`config.mk`:
```
export PLATFORM = sky130hd
export DESIGN_NAME = ex_wb_stage
export DESIGN_NICKNAME = d
export VERILOG_FILES = /design/src/rtl/ex_wb_stage.sv
export SDC_FILE = /design/constraint.sdc
export NUM_CORES = 1
export LEC_CHECK = 0
export ABC_AREA = 1
export BUFFER_PORTS_ARGS = -buffer_cell sky130_fd_sc_hd__buf_2
export CAP_MARGIN = 0
export CORE_MARGIN = 10
export CORE_UTILIZATION = 35
export DETAILED_ROUTE_END_ITERATION = 8
export PLACE_DENSITY = 0.57
export SLEW_MARGIN = 20
export SYNTH_ARGS = -nofsm -noshare
export SYNTH_HDL_FRONTEND = slang
export SYNTH_SLANG_ARGS = --single-unit
```
`constraint.sdc`:
```
create_clock -name clk -period 3.6 [get_ports clk]
set_input_delay 1.08 -clock clk [delete_from_list [all_inputs] [get_ports clk]]
set_output_delay 1.08 -clock clk [all_outputs]
set_load 0.03 [all_outputs]
```
`src/rtl/ex_wb_stage.sv`:
```
// ex_wb_stage: ALU writeback buffer (2-entry FIFO), flag register and decode hazard check.
// Optional EX_WB_STALL_CNT_EN adds a saturating writeback stall counter.
module ex_wb_stage #(
    parameter int DW = 8,
    parameter int AW = 4
) (
    input  logic          clk,
    input  logic          rst_n,
    input  logic          in_valid,
    output logic          in_ready,
    input  logic [DW-1:0] alu_rslt,
    input  logic          alu_sc_o,
    input  logic          alu_pari,
    input  logic          alu_zero,
    input  logic          wr_en,
    input  logic [AW-1:0] wr_addr,
    input  logic          upd_flags,
    input  logic          carry_clr,
    output logic          sc_q,
    output logic          zero_q,
    output logic          pari_q,
    output logic          out_valid,
    input  logic          out_ready,
    output logic [DW-1:0] out_data,
    output logic [AW-1:0] out_addr,
    input  logic [AW-1:0] chk_addr,
`ifdef EX_WB_STALL_CNT_EN
    input  logic          stall_clr,
    output logic [15:0]   stall_cnt,
`endif
    output logic          chk_hit
);
    typedef enum logic [1:0] {EMPTY, ONE, TWO} state_t;
    state_t state, state_n;
    logic accept, enq, pop;
    logic [DW-1:0] d1;
    logic [AW-1:0] a1;
    always_ff @(posedge clk or negedge rst_n)
        if (!rst_n) state <= EMPTY;
        else state <= state_n;
    always_comb begin
        in_ready  = state != TWO;
        out_valid = state != EMPTY;
        accept    = in_valid && in_ready;
        enq       = accept && wr_en;
        pop       = out_valid && out_ready;
        state_n   = state == EMPTY ? (enq ? ONE : EMPTY) :
                    state == ONE   ? (enq && !pop ? TWO : pop && !enq ? EMPTY : ONE) :
                                     (pop ? ONE : TWO);
        chk_hit   = (state != EMPTY && out_addr == chk_addr) || (state == TWO && a1 == chk_addr);
    end
    // Entry 0 is always the head; entry 1 shifts into it on pop from TWO.
    always_ff @(posedge clk or negedge rst_n)
        if (!rst_n) begin
            out_data <= '0;
            out_addr <= '0;
            d1       <= '0;
            a1       <= '0;
        end else begin
            if (pop && state == TWO) begin
                out_data <= d1;
                out_addr <= a1;
            end else if (enq && (state == EMPTY || pop)) begin
                out_data <= alu_rslt;
                out_addr <= wr_addr;
            end
            if (enq && state == ONE && !pop) begin
                d1 <= alu_rslt;
                a1 <= wr_addr;
            end
        end
    always_ff @(posedge clk or negedge rst_n)
        if (!rst_n) begin
            sc_q   <= 1'b0;
            zero_q <= 1'b0;
            pari_q <= 1'b0;
        end else if (accept && upd_flags) begin
            sc_q   <= carry_clr ? 1'b0 : alu_sc_o;
            zero_q <= alu_zero;
            pari_q <= alu_pari;
        end
`ifdef EX_WB_STALL_CNT_EN
    always_ff @(posedge clk or negedge rst_n)
        if (!rst_n) stall_cnt <= '0;
        else if (stall_clr) stall_cnt <= '0;
        else if (out_valid && !out_ready && stall_cnt != 16'hFFFF) stall_cnt <= stall_cnt + 16'd1;
`endif
endmodule

```
Word level (Yosys, flattened, before mapping) --
Index checks and enable logic that the tools add are counted.
Operators by class: reductions and logical operators 19, equality and inequality tests 5, muxes and demuxes 11
Operators by type and width (count):
- 8-bit two-way mux | 2
- 1-bit logical AND | 12
- 4-bit == test | 2
- 2-bit two-way mux | 4
- 4-bit two-way mux | 2
- 2-bit nonzero test | 2
- 1-bit two-way mux | 3
- 2-bit by 1-bit == test with 1-bit output (second input constant) | 1
- 2-bit == test (second input constant) | 1
- 1-bit logical NOT | 2
- 2-bit logical NOT | 1
- 1-bit logical OR | 2
- 2-bit != test (second input constant) | 1
Word-level totals: input port bits 26, word-level logic and storage cells 43, flip-flop bits (word level) 29

Longest topological paths before layout --
Gate-level depths: netlist of run 1.
depth in word-level cells 9, mapped depth 8, mapped depth without buffers 7

Least setup slack after synthesis of run 1 --
Ideal clock, no wire load.
kind input port to output port, start point in chk_addr[3], end point out chk_hit, data required time 2.520 ns, setup slack 0.930 ns, cell stages on the path 6, arrival time 1.590 ns, buffers on the path 0, path through inv_1 nand2_1 o21ai_0 nor2_1 nand2_1 nand2_1
Between the ends: cells in the longest elaborated chain, start to end 3, elaborated cells on any way between the ends 5, classes of those cells 2 x eq/ne; 3 x reduce/logical
RTL lines:
- from (decl) | line 26 | input logic [AW-1:0] chk_addr,
- 4-bit == test | line 50 | chk_hit = (state != EMPTY && out_addr == chk_addr) || (state == TWO && a1 == chk_addr);
- 1-bit logical AND | line 50
- 1-bit logical OR (*) | line 50
- to (decl) | line 31 | output logic chk_hit
Mark *: on every way between the ends. The rest lies on a longest branch, timed or not.

Final worst setup path of run 1 --
Ends and elaborated chain as after synthesis.

==> impl_metrics.env, run 1 <==
export IMPL_outcome="completed"
export IMPL_yosysWarnings=0
export IMPL_gp_congestion=0.815
export IMPL_clock_root_buffer="clkbuf_8"
export IMPL_ir_drop_mv=0.286
export IMPL_syn_area_sq_um=1510
export IMPL_hold_class="flip-flop to flip-flop"
export IMPL_p_int_uw=798
export IMPL_setup_viol=0
export IMPL_regToRegSetupSlack_ps=2190
export IMPL_yosys_area_top_type="dfrtp_1"
export IMPL_io_pins=44
export IMPL_hpwl_mm=2.80
export IMPL_antenna_left=0
export IMPL_die_area_sq_um=7340
export IMPL_grt_overflow_total=0
export IMPL_cts_hold_fix_buffers=0
export IMPL_crit_buf_inv=3
export IMPL_drive_gt1_frac=0.237
export IMPL_placed_area_sq_um=1750
export IMPL_skew_ps=8.56
export IMPL_netSwitchingFraction=0.457
export IMPL_drc=0
export IMPL_finalHoldViolCount=0
export IMPL_crit_required_ps=2520
export IMPL_drv_cap=0
export IMPL_fmaxAchievable_ghz=0.352
export IMPL_nets=287
export IMPL_dieWidth_um=85.7
export IMPL_crit_type="primary input to output port"
export IMPL_grt_max_degree=30
export IMPL_worstPathMaxFanout=3
export IMPL_track_usage=0.113
export IMPL_report_final_slew_viol_count=0
export IMPL_cp_cell_sequence="buf_2, inv_1, nand2_1, o21ai_0, nor2_1, nand2_1, nand2_1, buf_2"
export IMPL_crit_top_cell="nand2_1"
export IMPL_worst_setup_path_end_kind="output port"
export IMPL_final_common_cell="nand2_1"
export IMPL_num_rows=23
export IMPL_whs_ps=470
export IMPL_leakage_nw=1.11
export IMPL_route_vias_total=1391
export IMPL_initial_core_util=0.369
export IMPL_die_y_um=85.7
export IMPL_syn_to_final_growth_pct=21.5
export IMPL_tritoncts="yes"
export IMPL_drtPass1Iterations=4
export IMPL_clkTransAtPathRegs_ps=60
export IMPL_p_comb_frac=0.438
export IMPL_p_seq_frac=0.389
export IMPL_cp_arrival_ps=1760
export IMPL_switching_power_uw=672
export IMPL_antenna_cells=0
export IMPL_period_minus_slack_ps=2840
export IMPL_cts_sinks=29
export IMPL_fin_crit_sh=0.789
export IMPL_cp_slowest_cell="buf_2"
export IMPL_max_stage_delay_ps=180
export IMPL_slew_limit_headroom=0.564
export IMPL_syn_inst=217
export IMPL_ys_seq_elements=29
export IMPL_grt_pass1_wl_mm=6.70
export IMPL_io_buffers=43
export IMPL_drt_iter0_markers=157
export IMPL_power_density_nw_per_um2=802
export IMPL_clock_path_buffers=2
export IMPL_tritoncts_num_buffers=5
export IMPL_wl_mm=3.90
export IMPL_h_tree_depth=2
export IMPL_antenna_found_initial=0
export IMPL_synth_cell_types=18
export IMPL_final_cell_area_sq_um=1830
export IMPL_cp_top_family="buffers and inverters"
export IMPL_yosys_top_cells_area="dfrtp_1, nand2_1, nand3_1"
export IMPL_post_drt_via_cell_ratio=4.46
export IMPL_syn_area_per_cell_sq_um=6.95
export IMPL_clk_latency_ps=280
export IMPL_yosysSeqAreaShare=0.481
export IMPL_start_kind="primary input"
export IMPL_rsz0062_at_grt="false"
export IMPL_tightest_slew_ps=654
export IMPL_core_sq_um=4090
export IMPL_power_frac_clock=0.173
export IMPL_grt_pass1_vias=1430
export IMPL_syn_num_nets=243
export IMPL_cts_setup_buffers=0
export IMPL_wl_per_cell_um=12.5
export IMPL_yosysTopAreaCellShare=0.481
export IMPL_fin_tns_setup_ps=0
export IMPL_final_fill_count=459
export IMPL_postCtsResizedCells=0
export IMPL_final_cell_mix="nand2_1, buf_2, dfrtp_1"
-- cells by family after synthesis --
| logic type | share of synthesized area |
|---|---|
| AOI/OAI and AO/OA | 0.00994 |
| xor gates and xnor gates | 0.00581 |
| buffers and inverters | 0.0688 |
| DFF | 0.481 |
| and+or+nand+nor | 0.435 |
-- synth_stat cells, drive strengths merged --
cell type	n
a21oi	1
buf	6
clkbuf	1
dfrtp	29
inv	16
nand2	131
nand3	18
nand3b	1
nand4	1
nor2	10
o21ai	2
xnor2	1
-- power groups by stage --
stage	sequential, mW	clock, mW	combinational (mW)
floorplan	0.708	0	0.333
global placement	0.576	0	0.653
detailed placement	0.576	0	0.657
CTS	0.573	0.264	0.659
global route	0.597	0.281	0.734
finish	0.572	0.255	0.643
-- path summary, 6_finish.rpt --
path                             start     endpoint  cells past startpoint
max                        chk_addr[3]      chk_hit                      8
min                              d1[7]        d1[7]                      2
max reg2reg                   state[1]  out_data[6]                      7
min reg2reg                      d1[7]        d1[7]                      2
max in group asynchronous        rst_n  out_addr[3]                      1
min in group asynchronous        rst_n        d1[2]                      1
-- per-layer routing --
layer / global-route usage / routed length [um] / vias up
met4: 0.0449 / 59 / 0
met2: 0.176 / 1840 / 36
met1: 0.132 / 1710 / 604
met3: 0.0482 / 290 / 6
li1: - / - / 745
met5: 0 / 0 / -
-- worst min-delay path: cells and delay by family (launching register included) --
kind,cells,cell delay (ps)
AND/OR/NAND/NOR,2,100
flip-flops,1,340
-- per-stage QoR --
stage	utilization	cells	total power [mW]	setup WS, ps
after floorplan	-	217	1.04	930
after global placement	0.428	304	1.23	769
after detailed placement	0.428	304	1.23	755
after CTS	0.449	312	1.50	754
after global routing	0.449	312	1.61	652
final	0.449	312	1.47	761
-- final cells by class --
type	instances	area, sq um	share of cell area
sequential	29	726	0.396
clock buffer	6	72.6	0.0396
multi-input combinational	165	679	0.371
timing repair buffer	44	223	0.122
tap	50	62.6	0.0341
inverter	16	60.1	0.0328
clock inverter	2	10.0	0.00546
-- sequential cells by signal, indices dropped and copies added, names as in the netlist --
| signal | count |
|---|---|
| d1 | 8 |
| zero_q | 1 |
| out_addr | 4 |
| a1 | 4 |
| out_data | 8 |
| pari_q | 1 |
| state | 2 |
| sc_q | 1 |
Note: power is estimated with default switching activity, not from simulation.
==> run 2: changes to the inputs <==
--- a/config.mk
+++ b/config.mk
@@ -5,13 +5,13 @@
 export SDC_FILE = /design/constraint.sdc
 export NUM_CORES = 1
 export LEC_CHECK = 0
-export ABC_AREA = 1
+export ABC_AREA = 0
 export BUFFER_PORTS_ARGS = -buffer_cell sky130_fd_sc_hd__buf_2
 export CAP_MARGIN = 0
 export CORE_MARGIN = 10
 export CORE_UTILIZATION = 35
 export DETAILED_ROUTE_END_ITERATION = 8
-export PLACE_DENSITY = 0.57
+export PLACE_DENSITY = 0.6
 export SLEW_MARGIN = 20
 export SYNTH_ARGS = -nofsm -noshare
 export SYNTH_HDL_FRONTEND = slang
==> constraint.sdc (replaced) <==
create_clock -name clk -period 2.3 [get_ports clk]
set_input_delay 0.69 -clock clk [delete_from_list [all_inputs] [get_ports clk]]
set_output_delay 0.69 -clock clk [all_outputs]
set_load 0.03 [all_outputs]
==> impl_metrics.env, run 2 <==
export IMPL_syn_num_nets=125
export IMPL_synth_commonest_cells="dfrtp_1, mux2_1, mux2_2"
export IMPL_track_usage=0.0929
export IMPL_yosysTopAreaCellShare=0.522
export IMPL_period_minus_slack_ps=2310
export IMPL_final_cell_mix="buf_2, dfrtp_1, mux2_1"
export IMPL_crit_required_ps=1610
export IMPL_final_cell_area_sq_um=1820
export IMPL_slew_limit_headroom=0.582
export IMPL_cts_setup_buffers=0
export IMPL_async_reset_ff_frac=1.00
export IMPL_die_area_sq_um=6890
export IMPL_violations="setup timing"
export IMPL_max_stage_delay_ps=390
export IMPL_antenna_left=0
export IMPL_start_kind="primary input"
export IMPL_syn_to_final_growth_pct=30.9
export IMPL_yosys_top_cells_area="dfrtp_1, mux2_1, mux2_2"
export IMPL_finalHoldViolCount=0
export IMPL_use_met2=0.162
export IMPL_crit_buf_inv=2
export IMPL_die_y_um=83.0
export IMPL_placed_area_sq_um=1690
export IMPL_route_vias_total=970
export IMPL_grt_pass1_wl_mm=5.17
export IMPL_skew_ps=2.45
export IMPL_setup_viol=1
export IMPL_tritoncts_num_buffers=5
export IMPL_drive_gt1_frac=0.516
export IMPL_final_fill_count=359
export IMPL_grt_max_degree=30
export IMPL_ir_drop_mv=0.387
export IMPL_power_density_nw_per_um2=928
export IMPL_antenna_cells=0
export IMPL_cts_sinks=29
export IMPL_num_rows=22
export IMPL_grt_busiest_layer="met2"
export IMPL_drv_cap=0
export IMPL_yosysSeqAreaShare=0.522
export IMPL_wl_mm=3.13
export IMPL_synth_most_common_cell="dfrtp_1"
export IMPL_yosysWarnings=0
export IMPL_cp_top_family="compound AO/OA/AOI/OAI gates"
export IMPL_initial_core_util=0.371
export IMPL_tritoncts="yes"
export IMPL_syn_area_sq_um=1390
export IMPL_h_tree_depth=2
export IMPL_hpwl_mm=2.43
export IMPL_clock_path_buffers=2
export IMPL_crit_type="primary input to output port"
export IMPL_drt_iter0_markers=25
export IMPL_synth_flop_cell="dfrtp_1"
export IMPL_fin_crit_sh=1.00
export IMPL_clock_root_buffer="clkbuf_8"
export IMPL_met3_usage=0.0371
export IMPL_tightest_slew_ps=627
export IMPL_cp_arrival_ps=1620
export IMPL_yosys_area_top_type="dfrtp_1"
export IMPL_drc=0
export IMPL_synth_edf_count=0
export IMPL_outcome="finished with violations"
export IMPL_report_final_slew_viol_count=0
export IMPL_synth_cell_types=24
export IMPL_grtUsageMet1=0.0917
export IMPL_rsz0062_at_grt="true"
export IMPL_worstPathMaxFanout=2
export IMPL_dieWidth_um=83.0
export IMPL_fmaxAchievable_ghz=0.433
export IMPL_grt_overflow_total=0
export IMPL_ys_seq_elements=29
export IMPL_seqCellArea_sq_um=726
export IMPL_post_drt_via_cell_ratio=4.83
export IMPL_layout_setup_ws_ps=-8.95
export IMPL_syn_area_per_cell_sq_um=14.0
export IMPL_cts_hold_fix_buffers=0
export IMPL_place_inst=194
export IMPL_multi_input_area_sq_um=649
export IMPL_finalNonFillerCells=201
export IMPL_crit_top_cell="buf_6"
export IMPL_critPathLaunch="chk_addr[2]"
export IMPL_r2r_start="state[0]"
export IMPL_utilization=0.486
export IMPL_worst_setup_path_end_kind="output port"
export IMPL_grt_pass1_vias=1056
export IMPL_cp_slowest_cell="a2111o_1"
export IMPL_antenna_found_initial=0
export IMPL_syn_inst=99
export IMPL_nets=179
export IMPL_io_pins=44
export IMPL_drtPass1Iterations=4
export IMPL_core_sq_um=3740
export IMPL_clk_latency_ps=280
export IMPL_clkTransAtPathRegs_ps=60
export IMPL_leakage_nw=0.864
export IMPL_reg_largest_list="d1: 8 flops, out_data: 8 flops"
export IMPL_io_buffers=43
export IMPL_gp_congestion=0.833
export IMPL_final_common_cell="buf_2"
export IMPL_wl_per_cell_um=15.6
export IMPL_hold_class="primary input to asynchronous set/reset pin"
export IMPL_cp_cell_sequence="buf_6, nor2b_4, a2111o_1, a2bb2o_4, buf_6"
run 2: cell types whose count changed after synthesis, moves of 2 or more:
cell     before  now
inv_2         3    0
nor2_2        3    0
mux2i_1       0    2
buf_4         4    2
nand2_2       4    0
mux2_1        0   20
nand3_1      17    1
nand2_1     127    1
mux2_2        0   17
inv_1        13    3
buf_2         2    0
nor2b_1       0    2
xor2_1        0    6
nor2_1        7    2
run 2: power by group:
| part | switching [mW] | internal, mW |
|---|---|---|
| Sequential | 0.0895 | 0.658 |
| Combinational | 0.297 | 0.232 |
| Clock | 0.176 | 0.237 |
| Total | 0.562 | 1.13 |
run 2: repair_timing:
| action | CTS | global route |
|---|---|---|
| gates resized for setup | 8 | 0 |
| setup endpoints to repair | 1 | 1 |
| pin swaps | 1 | 0 |
run 2: cell families (layout without fill, tap and decap cells):
group / Yosys count / in the layout / share of synthesized area
multiplexers: 39 / 39 / 0.314
flip-flops: 29 / 29 / 0.522
AND/OR/NAND/NOR: 12 / 12 / 0.0567
AO/OA/AOI/OAI: 7 / 7 / 0.0423
XOR/XNOR: 6 / 6 / 0.0378
buffers and inverters: 6 / 60 / 0.0270
run 2: worst paths after layout:
| path | end | depth (start not counted) | slack, ps |
|---|---|---|---|
| setup / recovery | chk_hit | 5 | -9 |
| hold / removal | out_data[2] | 1 | 430 |
| setup reg to reg | out_data[2] | 4 | 570 |
| hold reg to reg | d1[3] | 1 | 480 |
| max in group asynchronous | sc_q | 1 | 1460 |
| min in group clk | d1[3] | 1 | 480 |
run 2: final cells by class:
cell class,count,share of cell area
sequential,29,0.399
multi-input combinational,64,0.357
timing repair buffer,50,0.157
clock buffer,7,0.0475
tap,48,0.0330
inverter,3,0.00619
run 2: per-layer routing:
layer,vias to the layer above,wire length (um)
li1,462,-
met1,479,1240
met2,24,1680
met3,5,154
met4,0,61
met5,-,0
run 2: metrics by stage:
| stage | power, mW | setup slack, ps | hold WS [ps] | TNS, ps |
|---|---|---|---|---|
| 6_report | 1.69 | -8.95 | 426 | -8.95 |
| 4_1_cts | 1.73 | -8.96 | 446 | -8.96 |
| 3_5_place_dp | 1.27 | -130 | 472 | -130 |
| 2_1_floorplan | 1.09 | 12.5 | 394 | 0 |
| 5_1_grt | 1.80 | -39.9 | 481 | -39.9 |
| 3_3_place_gp | 1.26 | -129 | 460 | -129 |
